**config.mk**
```make
export PLATFORM = sky130hd
export DESIGN_NAME = fifo_stream_reader
export DESIGN_NICKNAME = d
export VERILOG_FILES = /design/src/rtl/fifo_pkg.sv /design/src/rtl/stream_buf2.sv /design/src/rtl/fifo_stream_reader.sv
export SDC_FILE = /design/constraint.sdc
export NUM_CORES = 1
export LEC_CHECK = 0
export CORE_UTILIZATION = 50
export DETAILED_ROUTE_END_ITERATION = 10
export MAX_ROUTING_LAYER = met4
export PLACE_DENSITY = 0.8
export SYNTH_ARGS = -nofsm -noshare
export SYNTH_HDL_FRONTEND = slang
export SYNTH_SLANG_ARGS = --single-unit
```
**constraint.sdc**
```tcl
create_clock -name clk -period 4 [get_ports clk]
set_input_delay 0.8 -clock clk [delete_from_list [all_inputs] [get_ports clk]]
set_output_delay 0.8 -clock clk [all_outputs]
set_load 0.05 [all_outputs]
```
**src/rtl/fifo_pkg.sv**
```systemverilog
// -----------------------------------------------------------------------------
// fifo_pkg
//   Shared definitions for the team's synchronous FIFO and its read-side
//   stream adapter.
//
//   DATA_WIDTH_DEFAULT : default word width for FIFO and stream data
//   FIFO_READ_LATENCY  : cycles from pop strobe to valid read data
//   BUF_DEPTH          : entries in the read-side skid buffer
//   clog2()            : ceiling log2, usable in constant expressions
//   occ_t              : occupancy count of the skid buffer (0..BUF_DEPTH)
// -----------------------------------------------------------------------------
package fifo_pkg;

    localparam int DATA_WIDTH_DEFAULT = 16;
    localparam int FIFO_READ_LATENCY  = 1;
    localparam int BUF_DEPTH          = 2;

    // Ceiling log2; clog2(1) returns 0, clog2(4) returns 2, clog2(5) returns 3.
    function automatic int clog2(input int value);
        int result;
        int rem;
        result = 0;
        rem    = value - 1;
        while (rem > 0) begin
            result = result + 1;
            rem    = rem >> 1;
        end
        return result;
    endfunction

    typedef logic [clog2(BUF_DEPTH + 1)-1:0] occ_t;

endpackage

```
**src/rtl/stream_buf2.sv**
```systemverilog
// -----------------------------------------------------------------------------
// stream_buf2
//   Two-entry register FIFO. entry0 is always the head, so the head output is
//   a plain register with no read mux behind it.
//
//   clk        : rising-edge clock
//   reset      : asynchronous, active-high; clears both entries and occupancy
//   push       : write push_data at the tail this cycle
//   push_data  : word to write
//   pop        : drop the head this cycle (caller only pops when occ > 0)
//   head       : current head word
//   occ        : number of valid entries (0..2)
// -----------------------------------------------------------------------------
module stream_buf2
    import fifo_pkg::*;
#(
    parameter int DATA_WIDTH = DATA_WIDTH_DEFAULT
) (
    input  logic                  clk,
    input  logic                  reset,
    input  logic                  push,
    input  logic [DATA_WIDTH-1:0] push_data,
    input  logic                  pop,
    output logic [DATA_WIDTH-1:0] head,
    output occ_t                  occ
);

    logic [DATA_WIDTH-1:0] entry0;
    logic [DATA_WIDTH-1:0] entry1;

    // NOTE: both entries are reset, not just occ, because entry0 drives the
    // stream data output directly and that output must read zero out of reset.
    always_ff @(posedge clk or posedge reset) begin
        if (reset) begin
            entry0 <= '0;
            entry1 <= '0;
            occ    <= '0;
        end else begin
            // NOTE: non-blocking assignments let entry0 take the old entry1
            // while entry1 takes the new word on the same edge.
            unique case ({push, pop})
                2'b10: begin
                    if (occ == occ_t'(0)) entry0 <= push_data;
                    else                  entry1 <= push_data;
                    occ <= occ + occ_t'(1);
                end
                2'b01: begin
                    entry0 <= entry1;
                    occ    <= occ - occ_t'(1);
                end
                2'b11: begin
                    // Simultaneous push and pop: occupancy unchanged, the new
                    // word lands behind whatever survives the pop.
                    if (occ == occ_t'(2)) begin
                        entry0 <= entry1;
                        entry1 <= push_data;
                    end else begin
                        entry0 <= push_data;
                    end
                end
                default: ;
            endcase
        end
    end

    assign head = entry0;

endmodule

```
**src/rtl/fifo_stream_reader.sv**
```systemverilog
// -----------------------------------------------------------------------------
// fifo_stream_reader
//   Read-side controller for the team's synchronous FIFO. Issues pops, absorbs
//   the FIFO's registered read latency in a two-entry skid buffer, and presents
//   the words as a valid/ready stream grouped into bursts of BURST_LEN beats.
//
//   clk           : rising-edge clock
//   reset         : asynchronous, active-high
//   enable        : gate for new FIFO reads; buffered/in-flight words still drain
//   fifo_empty    : FIFO empty flag
//   fifo_data_out : FIFO read data, valid the cycle after a pop
//   fifo_read_en  : FIFO pop strobe (combinational)
//   m_valid       : stream data valid
//   m_ready       : downstream accept
//   m_data        : stream data
//   m_last        : final beat of a burst
//   beat_idx      : beat position within the current burst
// -----------------------------------------------------------------------------
module fifo_stream_reader
    import fifo_pkg::*;
#(
    parameter int DATA_WIDTH = DATA_WIDTH_DEFAULT,
    parameter int BURST_LEN  = 4
) (
    input  logic                         clk,
    input  logic                         reset,
    input  logic                         enable,
    input  logic                         fifo_empty,
    input  logic [DATA_WIDTH-1:0]        fifo_data_out,
    output logic                         fifo_read_en,
    output logic                         m_valid,
    input  logic                         m_ready,
    output logic [DATA_WIDTH-1:0]        m_data,
    output logic                         m_last,
    output logic [clog2(BURST_LEN)-1:0]  beat_idx
);

    localparam int BEAT_W = clog2(BURST_LEN);
    localparam logic [BEAT_W-1:0] LAST_BEAT = BEAT_W'(BURST_LEN - 1);

    occ_t                         occ;
    logic                         pop;
    logic                         inflight;
    logic [FIFO_READ_LATENCY-1:0] inflight_pipe;
    int                           pending;

    assign m_valid  = (occ != occ_t'(0));
    assign pop      = m_valid & m_ready;
    assign inflight = inflight_pipe[FIFO_READ_LATENCY-1];

    // Only pop the FIFO when the word is guaranteed a buffer slot on arrival:
    // words already buffered plus words in flight, less the one leaving now.
    // NOTE: every always_comb output gets a default first so no path can
    // leave it unassigned and infer a latch.
    always_comb begin
        fifo_read_en = 1'b0;
        pending      = int'(occ) + $countones(inflight_pipe) - int'(pop);
        if (enable && !fifo_empty && !reset && (pending < BUF_DEPTH))
            fifo_read_en = 1'b1;
    end

    always_ff @(posedge clk or posedge reset) begin
        if (reset) begin
            inflight_pipe <= '0;
            beat_idx      <= '0;
        end else begin
            inflight_pipe <= FIFO_READ_LATENCY'({inflight_pipe, fifo_read_en});
            // The beat counter tracks accepted beats only, so a burst stalled
            // by an empty FIFO or a low enable resumes where it left off.
            if (pop)
                beat_idx <= (beat_idx == LAST_BEAT) ? '0 : beat_idx + 1'b1;
        end
    end

    assign m_last = m_valid & (beat_idx == LAST_BEAT);

    stream_buf2 #(
        .DATA_WIDTH (DATA_WIDTH)
    ) u_buf (
        .clk       (clk),
        .reset     (reset),
        .push      (inflight),
        .push_data (fifo_data_out),
        .pop       (pop),
        .head      (m_data),
        .occ       (occ)
    );

endmodule

```
# == Word level (Yosys, flattened, before mapping) ==
# Index checks and enable logic that the tools add are counted.
# classes
add_sub_neg,5
magnitude_cmp,1
eq_ne,8
muxes,9
bitwise,2
n_reduce_logical,12
# op_table
op,n
two-way mux 16 bit,4
case mux 16 bit (3 select lines),1
case mux 16 bit (2 select lines),1
equality test 2 bit (second input constant),4
nonzero test 2 bit,3
adder 2 x 1 -> 2 bit (second input constant),2
less-than comparator 4 x 3 -> 1 bit (second input constant),1
!= test 2 x 1 -> 1 bit (second input constant),2
case mux 2 bit (2 select lines),1
subtractor 3 x 1 -> 4 bit,1
adder 2 x 1 -> 3 bit,1
logical AND 1 bit,3
AND reduction 3 bit,1
nonzero test 3 bit,1
bitwise AND 1 bit,2
equality test 2 x 1 -> 1 bit (second input constant),1
zero test 1 bit,2
zero test 2 bit,1
two-way mux 2 bit,1
!= test 2 bit (second input constant),1
AND reduction 2 bit,1
subtractor 2 x 1 -> 2 bit (second input constant),1
two-way mux 1 bit,1
# totals
regBits,37
word_cells,42

# == Longest topological paths before layout ==
# Gate-level depths: netlist of the first run.
# depth
word_depth,6
depth_mapped,7
mapped_depth_nobuf,6

# == Hierarchy ==
# A second synthesis of the first run with hierarchy kept.
# hier_totals
hier_cells,153
area_unflattened_um2,1865.5
# by_module_without_submodules
mod,instances,cells_each,area_each_um2
stream_buf2,1,130,1624.1
fifo_stream_reader,1,23,241.5

# == Worst setup path after synthesis of the first run ==
# Ideal clock, no wire load.
# synth_timing
path_type,in2out
start,in m_ready
end,out fifo_read_en
arrival_time_ns,3.296
path_slack_ns,-0.096
stages,6
path_buffers,0
cell_sequence,and3b_1 -> a21oi_1 -> nand2b_1 -> fa_1 -> nand2_1 -> nor4_1
# synth_via
elab_chain_cells,5
# synth_lines
item,line_no,text
"start, declared",fifo_stream_reader.sv:32,"input logic m_ready,"
bitwise AND 1 bit,fifo_stream_reader.sv:48,assign pop = m_valid & m_ready;
subtractor 3 x 1 -> 4 bit,fifo_stream_reader.sv:57,pending = int'(occ) + $countones(inflight_pipe) - int'(pop);
less-than comparator 4 x 3 -> 1 bit,fifo_stream_reader.sv:58,if (enable && !fifo_empty && !reset && (pending < BUF_DEPTH))
logical AND 1 bit,fifo_stream_reader.sv:58,
two-way mux 1 bit,fifo_stream_reader.sv:58,
"end, declared",fifo_stream_reader.sv:30,"output logic fifo_read_en,"
# No other way between the ends.

# == Worst setup path after layout of the first run ==
# Ends and elaborated chain as after synthesis.

==> results of run 1 <==
path summary, 6_finish.rpt:
path,from,to,slack [ns],depth (start not counted)
max in group asynchronous,reset,u_buf.head[6],2.71,3
worst min-delay path,u_buf.entry1[0],u_buf.entry1[0],0.51,1
worst max register to register,u_buf.occ[0],u_buf.head[15],1.76,3
worst min register to register,u_buf.entry1[0],u_buf.entry1[0],0.51,1
min in group asynchronous,reset,inflight,0.97,3
worst max-delay path,m_ready,fifo_read_en,0.15,8
kinds of logic after synthesis:
family | after synthesis | share of synthesized area (%)
AOI/OAI and AO/OA | 38 | 12.1
DFF | 37 | 50.1
xor gates and xnor gates | 2 | 0.949
adders and majority gates | 2 | 1.76
muxes | 17 | 12.3
and+or+nand+nor | 50 | 17.5
buffers and inverters | 16 | 5.15
cell type report:
type	count	area, um^2
flip-flops and latches	37	926
clock buffers	6	82.6
well taps	46	57.6
inverters	2	7.51
fillers	277	1060
repair buffers	43	435
clock inverters	2	37.5
multi-input cells	109	832
state kept, by name, summed over array words and instances (netlist names):
name,flops
inflight,1
beat_idx,2
u_buf.occ,2
u_buf.head,16
u_buf.entry1,16
power by group through the flow:
| stage | clock, mW | sequential (mW) | combinational (mW) |
|---|---|---|---|
| after floorplan | 0 | 0.817 | 0.225 |
| after global placement | 0 | 0.588 | 0.643 |
| after detailed placement | 0 | 0.600 | 0.657 |
| after CTS | 0.345 | 0.596 | 0.658 |
| after global routing | 0.364 | 0.611 | 0.691 |
| final | 0.339 | 0.596 | 0.653 |
per-stage QoR:
| stage | instance area, um^2 | std cells |
|---|---|---|
| 3_3_place_gp | 2260 | 237 |
| 2_1_floorplan | 1850 | 162 |
| 3_5_place_dp | 2260 | 237 |
| 4_1_cts | 2380 | 245 |
| 5_1_grt | 2380 | 245 |
| 6_report | 2380 | 245 |
routing by layer:
metal,part of all wire [%],routed length (um),vias to the layer above
met5,0,0,-
met4,1.8,70,0
met3,5.1,202,8
met2,49,1960,45
met1,44,1730,690
li1,-,-,660
cell usage after synthesis:
cell,count,area share (%)
sky130_fd_sc_hd__dfrtp_1,37,50
sky130_fd_sc_hd__nor3_1,17,4.6
sky130_fd_sc_hd__a31oi_1,15,5.1
sky130_fd_sc_hd__nand3b_1,15,6.1
sky130_fd_sc_hd__o21ai_0,15,4.1
sky130_fd_sc_hd__mux2_4,10,8.1
sky130_fd_sc_hd__mux2_2,6,3.7
sky130_fd_sc_hd__nand2_1,5,1.0
sky130_fd_sc_hd__a21oi_1,4,1.1
sky130_fd_sc_hd__buf_2,4,1.1
sky130_fd_sc_hd__buf_4,4,1.6
sky130_fd_sc_hd__clkbuf_1,4,0.81
sky130_fd_sc_hd__nand2b_1,4,1.4
sky130_fd_sc_hd__and2_1,2,0.68
sky130_fd_sc_hd__buf_6,2,1.2
sky130_fd_sc_hd__inv_1,2,0.41
sky130_fd_sc_hd__a21o_1,1,0.41
sky130_fd_sc_hd__and3b_1,1,0.47
sky130_fd_sc_hd__and4_1,1,0.47
sky130_fd_sc_hd__fa_1,1,1.1
sky130_fd_sc_hd__ha_1,1,0.68
sky130_fd_sc_hd__mux2i_1,1,0.54
sky130_fd_sc_hd__nand3_4,1,0.95
sky130_fd_sc_hd__nor3b_1,1,0.41
sky130_fd_sc_hd__nor3b_2,1,0.68
sky130_fd_sc_hd__nor4_1,1,0.34
sky130_fd_sc_hd__o21a_1,1,0.41
sky130_fd_sc_hd__o21ai_2,1,0.47
sky130_fd_sc_hd__o221a_2,1,0.61
sky130_fd_sc_hd__or2_4,1,0.47
sky130_fd_sc_hd__xnor2_1,1,0.47
sky130_fd_sc_hd__xor2_1,1,0.47
worst max-delay path: stages:
cell and delay [ns]:
sky130_fd_sc_hd__clkdlybuf4s50_1 0.58, sky130_fd_sc_hd__and3b_1 0.23, sky130_fd_sc_hd__a21oi_1 0.08, sky130_fd_sc_hd__nand2b_1 0.21
sky130_fd_sc_hd__fa_1 0.52, sky130_fd_sc_hd__nand2_1 0.06, sky130_fd_sc_hd__nor4_2 0.37, sky130_fd_sc_hd__buf_12 0.19
layout by cell type, fill, tap and decap left out, types with 2 or more instances in the layout:
master | netlist | layout
sky130_fd_sc_hd__a21oi_1 | 4 | 4
sky130_fd_sc_hd__a31oi_1 | 15 | 15
sky130_fd_sc_hd__and2_1 | 2 | 2
sky130_fd_sc_hd__buf_4 | 4 | 2
sky130_fd_sc_hd__clkbuf_8 | 0 | 6
sky130_fd_sc_hd__clkdlybuf4s50_1 | 0 | 40
sky130_fd_sc_hd__dfrtp_1 | 37 | 37
sky130_fd_sc_hd__inv_1 | 2 | 2
sky130_fd_sc_hd__mux2_2 | 6 | 6
sky130_fd_sc_hd__mux2_4 | 10 | 10
sky130_fd_sc_hd__nand2_1 | 5 | 5
sky130_fd_sc_hd__nand2b_1 | 4 | 4
sky130_fd_sc_hd__nand3b_1 | 15 | 15
sky130_fd_sc_hd__nor3_1 | 17 | 17
sky130_fd_sc_hd__o21ai_0 | 15 | 15
==> flow_metrics.env, run 1 <==
export IMPL_run_status="complete, no violations"
export IMPL_rsz0062_at_grt="false"
export IMPL_synth_cells=162
export IMPL_number_of_antenna_violations_at_the_first_check_in_global_routing=0
export IMPL_cts_tree="done"
export IMPL_peakVddDrop_v=0.000317
export IMPL_setup_viol=0
export IMPL_share_of_synthesized_area_occupied_by_flip_flops_and_latches_pct=50.1
export IMPL_die_width_um=62.8
export IMPL_io_buffers=41
export IMPL_met1_usage_pct=27.2
export IMPL_cts_num_sinks=37
export IMPL_critPathMaxFanout=6
export IMPL_synth_cell_types=32
export IMPL_detail_route_iter0_violations=77
export IMPL_dp_worst_setup_slack_ns=0.129
export IMPL_drv_slew=0
export IMPL_detailedRoute_firstPassIterationCount=4
export IMPL_globalplace_congestion=0.790
export IMPL_die_area_um2=3940
export IMPL_timing_critical_path_required_ns=3.20
export IMPL_floorplan_core_area_um2=3440
export IMPL_cts_buffer_depth=2
export IMPL_global_route_wire_length_before_repair_mm=6.71
export IMPL_grt_usage_pct=23.2
export IMPL_cellLeakagePower_nw=0.988
export IMPL_timing_slew_headroom_pct=30.0
export IMPL_pwr_per_cell_area_nw_per_um2=668
export IMPL_cts_resized=0
export IMPL_min_period_ns=3.85
export IMPL_comb_power_share_pct=41.1
export IMPL_grt_start_max_net_pins=38
export IMPL_total_length_of_routed_wires_mm=3.96
export IMPL_achievable_frequency_mhz=260
export IMPL_synth_seq_cells=37
export IMPL_switchingPower_mw=0.608
export IMPL_vias_per_cell=5.73
export IMPL_path_clk_slew_ns=0.07
export IMPL_clk_latency_ns=0.29
export IMPL_fin_worst_hold_slack_ns=0.512
export IMPL_synth_warning_count=0
export IMPL_detail_route_drc_violations=0
export IMPL_setup_slack_ns=0.147
export IMPL_ctsHoldBuffers=0
export IMPL_postCtsSetupRepairBufs=0
export IMPL_sequentialPowerShare_pct=37.5
export IMPL_grt_overflow_total=0
export IMPL_ctsHtreeMaxLevel=2
export IMPL_post_dp_hpwl_mm=2.58
export IMPL_cts_root_buf="sky130_fd_sc_hd__clkbuf_8"
export IMPL_finalNetCount=221
export IMPL_syn_std_cell_area_um2=1850
export IMPL_vias=1403
export IMPL_crit_path_end_kind="primary output"
export IMPL_worst_endpoint_arrival_ns=3.05
export IMPL_post_route_util_pct=69.1
export IMPL_total_power_mw=1.59
export IMPL_clkPwrFrac_pct=21.4
export IMPL_use_met2_pct=37.5
export IMPL_flow_area_growth_from_synthesis_pct=28.8
export IMPL_antennaDiodeCount=0
export IMPL_timing_final_hold_violations=0
export IMPL_timing_worst_slew_pin_value_ns=1.05
export IMPL_netSwitchingFraction_pct=38.3
export IMPL_layout_drive_gt1_share_pct=16.6
export IMPL_mean_cell_area_of_the_mapped_netlist_um2=11.4
export IMPL_cts_inserted_buffers=5
export IMPL_postSynthNetCount=185
export IMPL_drv_max_cap_violation_count=0
export IMPL_wl_per_cell_um=16.2
export IMPL_finClkSkew_ns=0.00423
export IMPL_globalRouteMet3Util_pct=6.75
export IMPL_design_portCount=42
export IMPL_initial_utilization_pct=53.7
export IMPL_final_period_utilization_pct=96.3
export IMPL_setup_worst_path_start_class="input pin"
export IMPL_hold_path_class="reg -> reg"
export IMPL_internal_power_contribution_mw=0.980
export IMPL_setup_worst_path_class="in -> out"
export IMPL_num_rows=21
export IMPL_ant_nets=0
export IMPL_top_usage_layer="met2"
export IMPL_setup_total_negative_slack_ns=0
export IMPL_vias_in_the_first_global_route=1426
export IMPL_die_y_um=62.8
(Power assumes the default switching activity.)
==> run 2: changes to the inputs <==
Settings changed: MAX_ROUTING_LAYER met4 to default.
==> run 2 against run 1 <==
  * Worst hold slack better by 0.00076 ns
  * Critical path type unchanged
  * Highest routed layer unchanged
  * Power barely moved
  * Non-clock buffer count unchanged
  * Routed wire length is 0.20% higher
  * First-iteration DRC count increased by 9.1%
==> flow_metrics.env, run 2 (synthesis gave the netlist of run 1 again) <==
export IMPL_run_status="complete, no violations"
export IMPL_grt_usage_pct=22.5
export IMPL_total_length_of_routed_wires_mm=3.97
export IMPL_finalNetCount=221
export IMPL_number_of_antenna_violations_at_the_first_check_in_global_routing=0
export IMPL_critPathMaxFanout=6
export IMPL_final_period_utilization_pct=96.3
export IMPL_ctsHoldBuffers=0
export IMPL_io_buffers=41
export IMPL_clk_latency_ns=0.29
export IMPL_cts_tree="done"
export IMPL_register_area_um2=926
export IMPL_ant_nets=0
export IMPL_initial_utilization_pct=53.7
export IMPL_die_width_um=62.8
export IMPL_timing_worst_slew_pin_value_ns=1.04
export IMPL_timing_slew_headroom_pct=30.7
export IMPL_path_clk_slew_ns=0.07
export IMPL_timing_critical_path_cells="clkdlybuf4s50_1 -> and3b_1 -> a21oi_1 -> nand2b_1 -> fa_1 -> nand2_1 -> nor4_2 -> buf_12"
export IMPL_detailedRoute_firstPassIterationCount=4
export IMPL_flow_area_growth_from_synthesis_pct=28.8
export IMPL_hold_path_startpoint="u_buf.entry1[0]"
export IMPL_die_y_um=62.8
export IMPL_cts_num_sinks=37
export IMPL_grt_start_max_net_pins=38
export IMPL_cts_root_buf="sky130_fd_sc_hd__clkbuf_8"
export IMPL_layout_drive_gt1_share_pct=16.6
export IMPL_setup_worst_path_start_class="input pin"
export IMPL_cts_inserted_buffers=5
export IMPL_post_dp_hpwl_mm=2.58
export IMPL_grt_overflow_total=0
export IMPL_drv_max_cap_violation_count=0
export IMPL_achievable_frequency_mhz=260
export IMPL_drv_slew=0
export IMPL_detail_route_drc_violations=0
export IMPL_cpMaxStageDelayCell="sky130_fd_sc_hd__clkdlybuf4s50_1"
export IMPL_antennaDiodeCount=0
export IMPL_total_power_mw=1.59
export IMPL_most_frequent_standard_cell_in_the_layout_excluding_fill_and_tap_cells="sky130_fd_sc_hd__clkdlybuf4s50_1"
export IMPL_detail_route_iter0_violations=84
export IMPL_postCtsSetupRepairBufs=0
export IMPL_rsz0062_at_grt="false"
export IMPL_setup_worst_path_class="in -> out"
export IMPL_design_portCount=42
export IMPL_finClkSkew_ns=0.00584
export IMPL_worstSetupStartpoint="m_ready"
export IMPL_setup_total_negative_slack_ns=0
export IMPL_floorplan_core_area_um2=3440
export IMPL_most_common_layout_cells="sky130_fd_sc_hd__clkdlybuf4s50_1 (40), sky130_fd_sc_hd__dfrtp_1 (37), sky130_fd_sc_hd__nor3_1 (17)"
export IMPL_cts_resized=0
export IMPL_min_period_ns=3.85
export IMPL_peakVddDrop_v=0.000316
export IMPL_timing_critical_path_required_ns=3.20
export IMPL_global_route_wire_length_before_repair_mm=6.69
export IMPL_vias=1421
export IMPL_cellLeakagePower_nw=0.988
export IMPL_cts_buffer_depth=2
export IMPL_critical_path_max_stage_delay_ns=0.58
export IMPL_timing_rr_start="u_buf.occ[0]"
export IMPL_die_area_um2=3940
export IMPL_wl_per_cell_um=16.2
export IMPL_hold_path_class="reg -> reg"
export IMPL_worst_endpoint_arrival_ns=3.05
export IMPL_crit_path_end_kind="primary output"
export IMPL_fillCellCount=277
export IMPL_fin_worst_hold_slack_ns=0.512
export IMPL_globalplace_congestion=0.779
export IMPL_setup_viol=0
export IMPL_num_rows=21
export IMPL_critical_path_buffer_and_inverter_count=2
export IMPL_vias_in_the_first_global_route=1423
export IMPL_multi_input_gate_area_in_the_final_layout_um2=832
export IMPL_ctsHtreeMaxLevel=2
export IMPL_vias_per_cell=5.80
export IMPL_worst_path_dominant_cell_family="simple AND/OR/NAND/NOR gates"
export IMPL_timing_final_hold_violations=0
export IMPL_pwr_per_cell_area_nw_per_um2=668
## run 2: cell counts in the layout (fill, tap and decap cells not counted)
No cell type changed its count.
## run 2: cell type report
class	instances	share of cell area, %
clock buffers	6	3.47
well taps	46	2.42
inverters	2	0.316
clock inverters	2	1.58
multi-input cells	109	35.0
repair buffers	43	18.3
flip-flops and latches	37	38.9
## run 2: power breakdown
group          total [mW]  leakage [nW]  internal, mW  switching, mW
combinational       0.653         0.487         0.270          0.383
sequential          0.596         0.443         0.508         0.0884
clock               0.340        0.0574         0.203          0.137
total                1.59         0.988         0.980          0.609
## run 2: layer usage
| layer | track usage (%) | up-vias | share of wire, % |
|---|---|---|---|
| li1 | - | 663 | - |
| met1 | 26.9 | 701 | 43 |
| met2 | 37.8 | 49 | 50 |
| met3 | 6.75 | 8 | 5.3 |
| met4 | 9.01 | 0 | 1.8 |
| met5 | 0 | - | 0 |
## run 2: final timing paths
| kind | end | slack [ns] | cells after the start |
|---|---|---|---|
| max | fifo_read_en | 0.15 | 8 |
| min | u_buf.entry1[0] | 0.51 | 1 |
| max reg2reg | u_buf.head[15] | 1.75 | 3 |
| min reg2reg | u_buf.entry1[0] | 0.51 | 1 |
| max in group asynchronous | u_buf.head[12] | 2.71 | 3 |
| min in group asynchronous | inflight | 0.97 | 3 |
## run 2: through the flow
step | instance area (um^2) | utilization (%) | std cells | setup slack, ns
floorplan | 1850 | - | 162 | 0.489
global placement | 2260 | 65.6 | 237 | 0.273
detailed placement | 2260 | 65.6 | 237 | 0.129
CTS | 2380 | 69.1 | 245 | 0.131
global route | 2380 | 69.1 | 245 | 0.0338
finish | 2380 | 69.1 | 245 | 0.147
==> run 3: changes to the inputs <==
Settings changed: ABC_CLOCK_PERIOD_IN_PS from default to 4000, MAX_ROUTING_LAYER from default to met4, REMOVE_ABC_BUFFERS from default to 1.
==> run 3 against run 2 <==
  * Power is 0.63% lower
  * Sequential power barely moved
  * Core utilization shrank 0.073 points
  * Highest routed layer unchanged
  * Register-to-register slack worse by 0.03 ns
  * Critical path depth up 1
  * Combinational power barely moved
  * Clock-buffer cell count grew 1
==> flow_metrics.env, run 3 (synthesis gave the netlist of run 1 again) <==
export IMPL_run_status="complete, no violations"
export IMPL_hold_path_class="reg -> reg"
export IMPL_sequentialPowerShare_pct=37.7
export IMPL_clkPwrFrac_pct=20.9
export IMPL_worst_endpoint_arrival_ns=3.00
export IMPL_cellLeakagePower_nw=0.994
export IMPL_total_power_mw=1.58
export IMPL_peakVddDrop_v=0.000459
export IMPL_pwr_per_cell_area_nw_per_um2=664
export IMPL_crit_path_end_kind="primary output"
export IMPL_path_clk_slew_ns=0.07
export IMPL_achievable_frequency_mhz=263
export IMPL_cts_tree="done"
export IMPL_total_length_of_routed_wires_mm=4.01
export IMPL_setup_slack_ns=0.204
export IMPL_most_common_layout_cells="sky130_fd_sc_hd__clkdlybuf4s50_1 (40), sky130_fd_sc_hd__dfrtp_1 (37), sky130_fd_sc_hd__nor3_1 (17)"
export IMPL_cts_resized=0
export IMPL_floorplan_core_area_um2=3440
export IMPL_die_width_um=62.8
export IMPL_num_rows=21
export IMPL_critical_path_buffer_and_inverter_count=3
export IMPL_layout_cell_area_non_filler_um2=2380
export IMPL_detail_route_iter0_violations=105
export IMPL_ant_nets=0
export IMPL_setup_viol=0
export IMPL_dpl_instance_area_um2=2260
export IMPL_layout_drive_gt1_share_pct=16.0
export IMPL_final_period_utilization_pct=94.9
export IMPL_antennaDiodeCount=0
export IMPL_internal_power_contribution_mw=0.982
export IMPL_worst_path_dominant_cell_family="buffers and inverters"
export IMPL_post_route_util_pct=69.0
export IMPL_ctsHtreeMaxLevel=2
export IMPL_vias_in_the_first_global_route=1391
export IMPL_detail_route_drc_violations=0
export IMPL_clk_latency_ns=0.29
export IMPL_dp_worst_setup_slack_ns=0.229
export IMPL_timing_final_hold_violations=0
export IMPL_flow_area_growth_from_synthesis_pct=28.7
export IMPL_switchingPower_mw=0.597
export IMPL_timing_slew_headroom_pct=28.0
export IMPL_min_period_ns=3.80
export IMPL_ctsHoldBuffers=0
export IMPL_cts_inserted_buffers=5
export IMPL_critical_path_max_stage_delay_ns=0.59
export IMPL_cpMaxStageDelayCell="sky130_fd_sc_hd__clkdlybuf4s50_1"
export IMPL_vias=1437
export IMPL_timing_critical_path_required_ns=3.20
export IMPL_global_route_wire_length_before_repair_mm=6.63
export IMPL_postCtsSetupRepairBufs=0
export IMPL_initial_utilization_pct=53.7
export IMPL_number_of_antenna_violations_at_the_first_check_in_global_routing=0
export IMPL_critPathMaxFanout=6
export IMPL_timing_critical_path_cells="clkdlybuf4s50_1 -> and3b_1 -> a21oi_1 -> nand2b_1 -> fa_1 -> nand2_1 -> nor4_1 -> buf_4 -> buf_12"
export IMPL_die_area_um2=3940
export IMPL_detailedRoute_firstPassIterationCount=4
export IMPL_grt_overflow_total=0
export IMPL_most_frequent_standard_cell_in_the_layout_excluding_fill_and_tap_cells="sky130_fd_sc_hd__clkdlybuf4s50_1"
export IMPL_setup_worst_path_class="in -> out"
export IMPL_design_portCount=42
export IMPL_cts_buffer_depth=2
export IMPL_cts_num_sinks=37
export IMPL_globalplace_congestion=0.877
export IMPL_die_y_um=62.8
export IMPL_finClkSkew_ns=0.00705
export IMPL_grt_start_max_net_pins=37
export IMPL_grt_usage_pct=22.9
export IMPL_io_buffers=41
export IMPL_comb_power_share_pct=41.4
export IMPL_wl_per_cell_um=16.3
export IMPL_post_dp_hpwl_mm=2.54
export IMPL_netSwitchingFraction_pct=37.8
export IMPL_timing_worst_slew_pin_value_ns=1.08
export IMPL_finalNetCount=222
export IMPL_setup_worst_path_start_class="input pin"
export IMPL_drv_slew=0
export IMPL_setup_total_negative_slack_ns=0
export IMPL_drv_max_cap_violation_count=0
export IMPL_rsz0062_at_grt="false"
export IMPL_vias_per_cell=5.84
export IMPL_cts_root_buf="sky130_fd_sc_hd__clkbuf_8"
==> run 3: stage by stage <==
stage	hold WS, ns	cells
final	0.508	246
after global routing	0.530	246
after CTS	0.514	246
after detailed placement	0.494	238
after global placement	0.487	238
after floorplan	0.480	148
==> run 3: worst paths after layout <==
path                              endpoint  slack (ns)       startpoint  cells after the start
min in group asynchronous         inflight        0.70            reset                      2
max                           fifo_read_en        0.20          m_ready                      9
min reg2reg                u_buf.entry1[1]        0.51  u_buf.entry1[1]                      1
min                        u_buf.entry1[1]        0.51  u_buf.entry1[1]                      1
max reg2reg                 u_buf.head[15]        1.72     u_buf.occ[0]                      3
max in group asynchronous    u_buf.head[9]        2.69            reset                      3
==> run 3: worst reg2reg max path: stages (launching register included) <==
cell and delay [ns]:
sky130_fd_sc_hd__dfrtp_1 0.51, sky130_fd_sc_hd__o21ai_2 0.67, sky130_fd_sc_hd__nand2b_1 0.58, sky130_fd_sc_hd__o221a_2 0.41
==> run 3: layout make-up <==
type	count	area, um^2
inverter	2	7.51
tap	46	57.6
sequential	37	926
clock buffer	7	86.3
clock inverter	1	30.0
multi-input combinational	109	826
fill	258	1070
timing repair buffer	44	443
==> run 3: power by group through the flow <==
stage | Sequential (mW) | Combinational, mW | Clock (mW)
floorplan | 0.820 | 0.210 | 0
global placement | 0.588 | 0.643 | 0
detailed placement | 0.599 | 0.655 | 0
CTS | 0.595 | 0.660 | 0.338
global route | 0.613 | 0.690 | 0.353
finish | 0.595 | 0.654 | 0.330
==> run 3: per-layer routing <==
layer | part of all wire [%] | global-route usage [%]
met1 | 43 | 27.7
met2 | 48 | 35.6
met5 | 0 | -
met4 | 2.3 | 10.5
met3 | 6.2 | 6.57
